==> src/rtl/ft232h_pkt_pkg.sv <==
// Shared types and framing constants for the FT232H TX packetizer and its host-side decoder model.
package ft232h_pkt_pkg;

  typedef enum logic [2:0] {
    StFill,
    StWaitSpace,
    StHdr,
    StPayload,
    StCsum
  } pkt_state_e;

  localparam logic [15:0] HDR_BYTES     = 16'd5;
  localparam logic [15:0] TRAILER_BYTES = 16'd1;
  localparam int unsigned FLAG_EOF      = 0;

  // Total bytes on the wire for a packet carrying payload_len bytes.
  function automatic logic [15:0] pkt_len(input logic [15:0] payload_len);
    return payload_len + HDR_BYTES + TRAILER_BYTES;
  endfunction

endpackage

==> src/rtl/ft232h_tx_packetizer_if.sv <==
// Producer stream and driver-FIFO write port of the TX packetizer, bundled for port lists.
interface ft232h_tx_packetizer_if;
  logic [7:0]  data_in;
  logic        data_valid_in;
  logic        data_last_in;
  logic        data_ready_out;
  logic [15:0] remaining_space_in;
  logic [7:0]  tx_data_out;
  logic        tx_valid_out;
  logic        busy_out;

  modport master (
    output data_in, data_valid_in, data_last_in, remaining_space_in,
    input  data_ready_out, tx_data_out, tx_valid_out, busy_out
  );

  modport slave (
    input  data_in, data_valid_in, data_last_in, remaining_space_in,
    output data_ready_out, tx_data_out, tx_valid_out, busy_out
  );
endinterface

==> src/rtl/tx_payload_ram.sv <==
// Simple dual-port payload buffer: synchronous write, registered read with 1-cycle latency.
module tx_payload_ram #(
  parameter int unsigned Depth = 256,
  parameter int unsigned Width = 8
) (
  input  logic                     clk_in,
  input  logic                     wr_en,
  input  logic [$clog2(Depth)-1:0] wr_addr,
  input  logic [Width-1:0]         wr_data,
  input  logic                     rd_en,
  input  logic [$clog2(Depth)-1:0] rd_addr,
  output logic [Width-1:0]         rd_data
);

  logic [Width-1:0] mem [Depth];

  always_ff @(posedge clk_in) begin
    if (wr_en) mem[wr_addr] <= wr_data;
    if (rd_en) rd_data <= mem[rd_addr];
  end

endmodule

==> src/rtl/ft232h_tx_packetizer.sv <==
// Buffers producer bytes into chunks and frames each as SYNC/seq/flags/len/payload/checksum,
// starting a packet only once the driver FIFO can absorb all of it.
module ft232h_tx_packetizer
  import ft232h_pkt_pkg::*;
#(
  parameter int unsigned MAX_PAYLOAD      = 256,
  parameter int unsigned IDLE_FLUSH_TICKS = 1024,
  parameter logic [7:0]  SYNC_BYTE        = 8'hA5
) (
  input logic                   clk_in,
  input logic                   reset_n_in,
  ft232h_tx_packetizer_if.slave bus
);

  localparam int unsigned AddrW = $clog2(MAX_PAYLOAD);
  localparam int unsigned CntW  = AddrW + 1;
  localparam int unsigned IdleW = $clog2(IDLE_FLUSH_TICKS + 1);

  pkt_state_e       state_q;
  logic [CntW-1:0]  count_q, rd_ptr_q, count_inc;
  logic [7:0]       seq_q, sum_q, tx_data_q, flags, chk, ram_rdata;
  logic             eof_q, tx_valid_q, ready, accept, rd_en, idle_hit;
  logic [IdleW-1:0] idle_q;
  logic [2:0]       hdr_idx_q;
  logic [15:0]      len16;
  logic [AddrW-1:0] rd_addr;

  always_comb begin
    ready           = reset_n_in && (state_q == StFill) && (count_q < CntW'(MAX_PAYLOAD));
    accept          = bus.data_valid_in && ready;
    count_inc       = count_q + CntW'(1);
    len16           = 16'(count_q);
    flags           = 8'h00;
    flags[FLAG_EOF] = eof_q;
    chk             = 8'h00 - (seq_q + flags + len16[7:0] + len16[15:8] + sum_q);
    idle_hit        = (idle_q == IdleW'(IDLE_FLUSH_TICKS - 1));
    // Address 0 is fetched during the final header byte so payload byte 0 is ready on time.
    rd_en           = ((state_q == StHdr) && (hdr_idx_q == 3'd4)) || (state_q == StPayload);
    rd_addr         = (state_q == StPayload) ? rd_ptr_q[AddrW-1:0] : '0;
  end

  assign bus.data_ready_out = ready;
  assign bus.tx_valid_out   = tx_valid_q;
  assign bus.tx_data_out    = (state_q == StPayload) ? ram_rdata : tx_data_q;
  assign bus.busy_out       = (state_q != StFill) || (count_q != '0);

  tx_payload_ram #(
    .Depth (MAX_PAYLOAD),
    .Width (8)
  ) u_ram (
    .clk_in  (clk_in),
    .wr_en   (accept),
    .wr_addr (count_q[AddrW-1:0]),
    .wr_data (bus.data_in),
    .rd_en   (rd_en),
    .rd_addr (rd_addr),
    .rd_data (ram_rdata)
  );

  always_ff @(posedge clk_in or negedge reset_n_in) begin
    if (!reset_n_in) begin
      state_q    <= StFill;
      count_q    <= '0;
      rd_ptr_q   <= '0;
      seq_q      <= '0;
      sum_q      <= '0;
      eof_q      <= 1'b0;
      idle_q     <= '0;
      hdr_idx_q  <= '0;
      tx_valid_q <= 1'b0;
      tx_data_q  <= '0;
    end else begin
      unique case (state_q)
        StFill: begin
          if (accept) begin
            count_q <= count_inc;
            sum_q   <= sum_q + bus.data_in;
            idle_q  <= '0;
            if (bus.data_last_in) eof_q <= 1'b1;
            if (bus.data_last_in || (count_inc == CntW'(MAX_PAYLOAD))) state_q <= StWaitSpace;
          end else if (count_q != '0) begin
            if (idle_hit) begin
              idle_q  <= '0;
              state_q <= StWaitSpace;
            end else begin
              idle_q <= idle_q + IdleW'(1);
            end
          end
        end
        StWaitSpace: begin
          if (bus.remaining_space_in >= pkt_len(len16)) begin
            state_q    <= StHdr;
            hdr_idx_q  <= '0;
            tx_valid_q <= 1'b1;
            tx_data_q  <= SYNC_BYTE;
          end
        end
        StHdr: begin
          hdr_idx_q <= hdr_idx_q + 3'd1;
          unique case (hdr_idx_q)
            3'd0:    tx_data_q <= seq_q;
            3'd1:    tx_data_q <= flags;
            3'd2:    tx_data_q <= len16[7:0];
            3'd3:    tx_data_q <= len16[15:8];
            default: begin
              state_q  <= StPayload;
              rd_ptr_q <= CntW'(1);
            end
          endcase
        end
        StPayload: begin
          if (rd_ptr_q == count_q) begin
            state_q   <= StCsum;
            tx_data_q <= chk;
          end else begin
            rd_ptr_q <= rd_ptr_q + CntW'(1);
          end
        end
        StCsum: begin
          state_q    <= StFill;
          tx_valid_q <= 1'b0;
          tx_data_q  <= '0;
          seq_q      <= seq_q + 8'd1;
          count_q    <= '0;
          eof_q      <= 1'b0;
          sum_q      <= '0;
        end
        default: state_q <= StFill;
      endcase
    end
  end

endmodule
==> src/flat_wrapper.sv <==
// flat-port wrapper written by rule: the top's interface ports become plain ports
module ft232h_tx_packetizer_flat import ft232h_pkt_pkg::*;
#(
  parameter int unsigned MAX_PAYLOAD      = 256,
  parameter int unsigned IDLE_FLUSH_TICKS = 1024,
  parameter logic [7:0]  SYNC_BYTE        = 8'hA5
)
  (clk_in, reset_n_in, bus_data_in, bus_data_valid_in, bus_data_last_in, bus_remaining_space_in, bus_data_ready_out, bus_tx_data_out, bus_tx_valid_out, bus_busy_out);
  ft232h_tx_packetizer_if bus_i ();
  input logic clk_in;
  input logic reset_n_in;
  input wire logic [$bits(bus_i.data_in)-1:0] bus_data_in;
  input wire logic [$bits(bus_i.data_valid_in)-1:0] bus_data_valid_in;
  input wire logic [$bits(bus_i.data_last_in)-1:0] bus_data_last_in;
  input wire logic [$bits(bus_i.remaining_space_in)-1:0] bus_remaining_space_in;
  output wire logic [$bits(bus_i.data_ready_out)-1:0] bus_data_ready_out;
  output wire logic [$bits(bus_i.tx_data_out)-1:0] bus_tx_data_out;
  output wire logic [$bits(bus_i.tx_valid_out)-1:0] bus_tx_valid_out;
  output wire logic [$bits(bus_i.busy_out)-1:0] bus_busy_out;
  assign bus_i.data_in = bus_data_in;
  assign bus_i.data_valid_in = bus_data_valid_in;
  assign bus_i.data_last_in = bus_data_last_in;
  assign bus_i.remaining_space_in = bus_remaining_space_in;
  assign bus_data_ready_out = bus_i.data_ready_out;
  assign bus_tx_data_out = bus_i.tx_data_out;
  assign bus_tx_valid_out = bus_i.tx_valid_out;
  assign bus_busy_out = bus_i.busy_out;
  ft232h_tx_packetizer #(.MAX_PAYLOAD(MAX_PAYLOAD), .IDLE_FLUSH_TICKS(IDLE_FLUSH_TICKS), .SYNC_BYTE(SYNC_BYTE)) u_core (.clk_in(clk_in), .reset_n_in(reset_n_in), .bus(bus_i));
endmodule
==> config.mk <==
export PLATFORM = sky130hd
export DESIGN_NAME = ft232h_tx_packetizer_flat
export DESIGN_NICKNAME = d
export VERILOG_FILES = /design/src/rtl/ft232h_pkt_pkg.sv /design/src/rtl/ft232h_tx_packetizer_if.sv /design/src/rtl/tx_payload_ram.sv /design/src/rtl/ft232h_tx_packetizer.sv /design/src/flat_wrapper.sv
export SDC_FILE = /design/constraint.sdc
export NUM_CORES = 2
export LEC_CHECK = 0
export CORE_UTILIZATION = 25
export DETAILED_ROUTE_END_ITERATION = 16
export PLACE_DENSITY = 0.44
export RECOVER_POWER = 100
export SYNTH_ARGS = -nofsm -noshare
export SYNTH_HDL_FRONTEND = slang
export SYNTH_SLANG_ARGS = --single-unit
==> constraint.sdc <==
create_clock -name clk_in -period 4.6 [get_ports clk_in]
set_clock_uncertainty 0.05 [all_clocks]
set_input_delay 1.38 -clock clk_in [delete_from_list [all_inputs] [get_ports clk_in]]
set_output_delay 1.38 -clock clk_in [all_outputs]
set_load 0.005 [all_outputs]
==> results.toml <==
[logic_synthesis]
syn_area_um2 = 86200
ys_types = 81
avgSynthCellArea_um2 = 14.5
synthSimpleGateAreaFrac = 0.0931
ys_seq_elements = 2117
mappedNetlistNets = 6012
synth-main-ff-cell = "edfxtp_1"
synth_common_cells = "edfxtp_1, nand2_1, nor2_1"
synth_seq_area_share = 0.734
synthArstFlopShare = 0.0288
ys_warn_count = 0
synth.most_common_cell = "edfxtp_1"
synth_edf_count = 2056
synth_xor_area_frac = 0.00579
synth_cells = 5924
synth_top_family_by_area = "simple AND/OR/NAND/NOR gates"
synthMuxAreaShare = 0.0551
synthAdderAreaFrac = 0.00959
synth-compound-area-share = 0.0752
yosys.area.top_type = "edfxtp_1"
synth_top_area_frac = 0.717
ys_top_cells_by_area = "edfxtp_1, nand2_1, mux2i_1, nor2_1, a21oi_1"

[clock_tree]
cts_tree = "yes"
clk_path_buf_depth = 4
cts_sinks = 2117
path_clk_slew_ns = 0.06
cts_hold_buf = 0
worst_skew_pair.late_latency_ns = 0.92
cts_max_level = 4
postCtsSetupBuffers = 0
cts_inserted_buffers = 233
cts_root_buffer = "clkbuf_16"
cts_resized = 7

[detailed_routing]
wl_um = 287000
drt_pass1_iterations = 6
vias = 53000
post_drt_wl_per_cell_um = 25.9
drc = 0
drt_iter0_markers = 4890
vias_per_cell = 4.79
final_antenna_net_count = 0

[worst_setup_path]
crit_path_max_incr_delay_ns = 1.80
rrSetupSlack_ns = 0.10
crit_path_end_kind = "flop"
critPathMaxFanout = 13
crit_type = "in2reg"
critPathBufInv = 4
start_kind = "primary input"
worstPathRequired_ns = 5.15
crit_slowest_cell = "clkbuf_1"
crit_family = "buffers and inverters"
worstPathArrival_ns = 5.25
path_cells = "dlygate4sd3_1 > and3b_1 > nand2_1 > nor2_1 > nand3_2 > clkbuf_1 > clkbuf_1 > nor2_1 > clkbuf_2"

[timing]
period_share = 1.02
fin_ws_ns = -0.103
slew_violations = 1429
setup_viol = 31
period_minus_slack_ns = 4.70
max_freq_mhz = 213
worst_pin_slew_ns = 3.59
grt_setup_unrepaired = "true"
hold_viol = 0
setup_tns_ns = -1.56
slew_headroom = -1.40

[power_and_ir_drop]
swShare = 0.314
vdd_drop_max_mv = 0.332
clockPowerShare = 0.347
p_per_area_nw_per_um2 = 526
p_seq_frac = 0.409
switchingPower_mw = 16.7
pwr-share-comb = 0.243
power.internal_mw = 36.4
p_leak_nw = 32.7

[finish]
drive_above_1_share = 0.119
finish.utilization = 0.295
area_growth_pct = 17.3
nets = 6416
final_cells = 11100

[placed_design]
dp_hpwl_um = 184000
place_congestion = 0.819
dp.cells = 10700
place_ws_ns = 0.334
io_buffers = 38

[global_route]
first_global_vias = 52600
gr-total-overflow = 0
antenna_found_initial = 10
grt_max_degree = 158
grt_usage = 0.161
grt_pass1_wl_um = 406000

[min_path]
worstHoldPathType = "reg2reg"

[die]
coreArea_um2 = 343000
ios = 39
start_util = 0.251
num_rows = 215
die-area_um2 = 347000
die_y_um = 589
fp.dieW_um = 589

[outcome]
violations = "capacitance limit, slew limit, setup timing"
status = "finished with violations"

[flow_run]
maxCapViolations = 21
## state kept, by name, summed over array words and instances, names as in the netlist
register                 count
u_core.u_ram.rd_data         8
u_core.seq_q                 8
u_core.idle_q               11
u_core.state_q               3
u_core.rd_ptr_q              9
u_core.eof_q                 1
u_core.count_q               9
u_core.sum_q                 8
u_core.hdr_idx_q             3
u_core.u_ram.mem          2048
u_core.tx_data_q             8
u_core.bus.tx_valid_out      1
## power groups by stage
stage / Sequential, mW / Clock [mW] / Combinational, mW
final: 21.8 / 18.5 / 12.9
after global routing: 21.8 / 19.5 / 13.9
after CTS: 21.7 / 18.9 / 13.1
after detailed placement: 22.1 / 0 / 13.1
after global placement: 22.1 / 0 / 13.0
after floorplan: 21.9 / 0 / 7.99
## layout make-up
class                      instances  area [um2]
fill                           34500      242000
sequential                      2117       63300
multi-input combinational       3368       20700
clock buffer                     292        6080
tap                             4557        5700
timing repair buffer             556        3810
clock inverter                   126        1310
inverter                          52         195
antenna                            3        7.51
## kinds of logic (layout without fill, tap and decap cells)
group,after synthesis,in the layout
buf+inv,439,1026
compound gates,1042,1042
xor+xnor,57,57
mux,382,382
simple gates,1826,1826
flops,2117,2117
fa+ha+maj,60,60
other cells,1,4
## cells in the final DEF (no fill, tap or decap), drive strengths merged, types with 20 or more instances in the layout
cell type / instances
a31oi: 51
a22oi: 21
bufinv: 24
or4: 25
xor2: 27
clkbuf: 587
edfxtp: 2056
mux2: 57
o211ai: 50
nor4: 101
a21oi: 331
ha: 50
nor3: 85
nand4: 27
dfrtp: 61
mux4: 68
xnor2: 30
mux2i: 257
nand2: 881
o31ai: 22
o221ai: 47
clkdlybuf4s50: 25
o22ai: 68
a211oi: 95
inv: 56
nand3: 119
buf: 231
clkinv: 89
and2: 20
o21ai: 238
nor2: 452
or3: 25
a221oi: 26
## metal layers
layer	part of all wire	vias to the layer above	GRT usage
li1	-	23400	-
met1	0.45	27600	0.225
met2	0.47	1658	0.264
met3	0.053	386	0.0196
met4	0.029	0	0.0450
met5	0	-	0
## worst reg2reg max path, cell delays in order, from the launching register on
cell and delay, ns:
dfrtp_4 0.67, and4b_2 1.03, buf_12 0.29, buf_12 0.24, nor3_1 0.09, nor3_1 0.46, nor4_1 0.17, or4_1 0.50
a311oi_1 0.67, a32o_1 0.21
## path summary, 6_finish.rpt
check	startpoint	end	depth (start not counted)
max in group asynchronous	reset_n_in	u_core.rd_ptr_q[2]$_DFFE_PN0P_	2
setup reg to reg	u_core.rd_ptr_q[2]$_DFFE_PN0P_	u_core.u_ram.rd_data[2]$_DFFE_PP_	9
hold / removal	u_core.tx_data_q[0]$_DFFE_PN0P_	u_core.tx_data_q[0]$_DFFE_PN0P_	1
min in group asynchronous	reset_n_in	u_core.seq_q[5]$_DFFE_PN0P_	2
hold reg to reg	u_core.tx_data_q[0]$_DFFE_PN0P_	u_core.tx_data_q[0]$_DFFE_PN0P_	1
setup / recovery	bus_data_valid_in	u_core.u_ram.mem[40][4]$_DFFE_PP_	9
## metrics by stage
step / instance area (um2) / power, mW / hold slack [ns]
floorplan: 86200 / 29.9 / 0.414
global placement: 94900 / 35.2 / 0.428
global route: 101000 / 55.2 / 0.482
finish: 101000 / 53.2 / 0.459
detailed placement: 94900 / 35.2 / 0.448
CTS: 102000 / 53.7 / 0.328
Note: power is estimated with default switching activity, not from simulation.
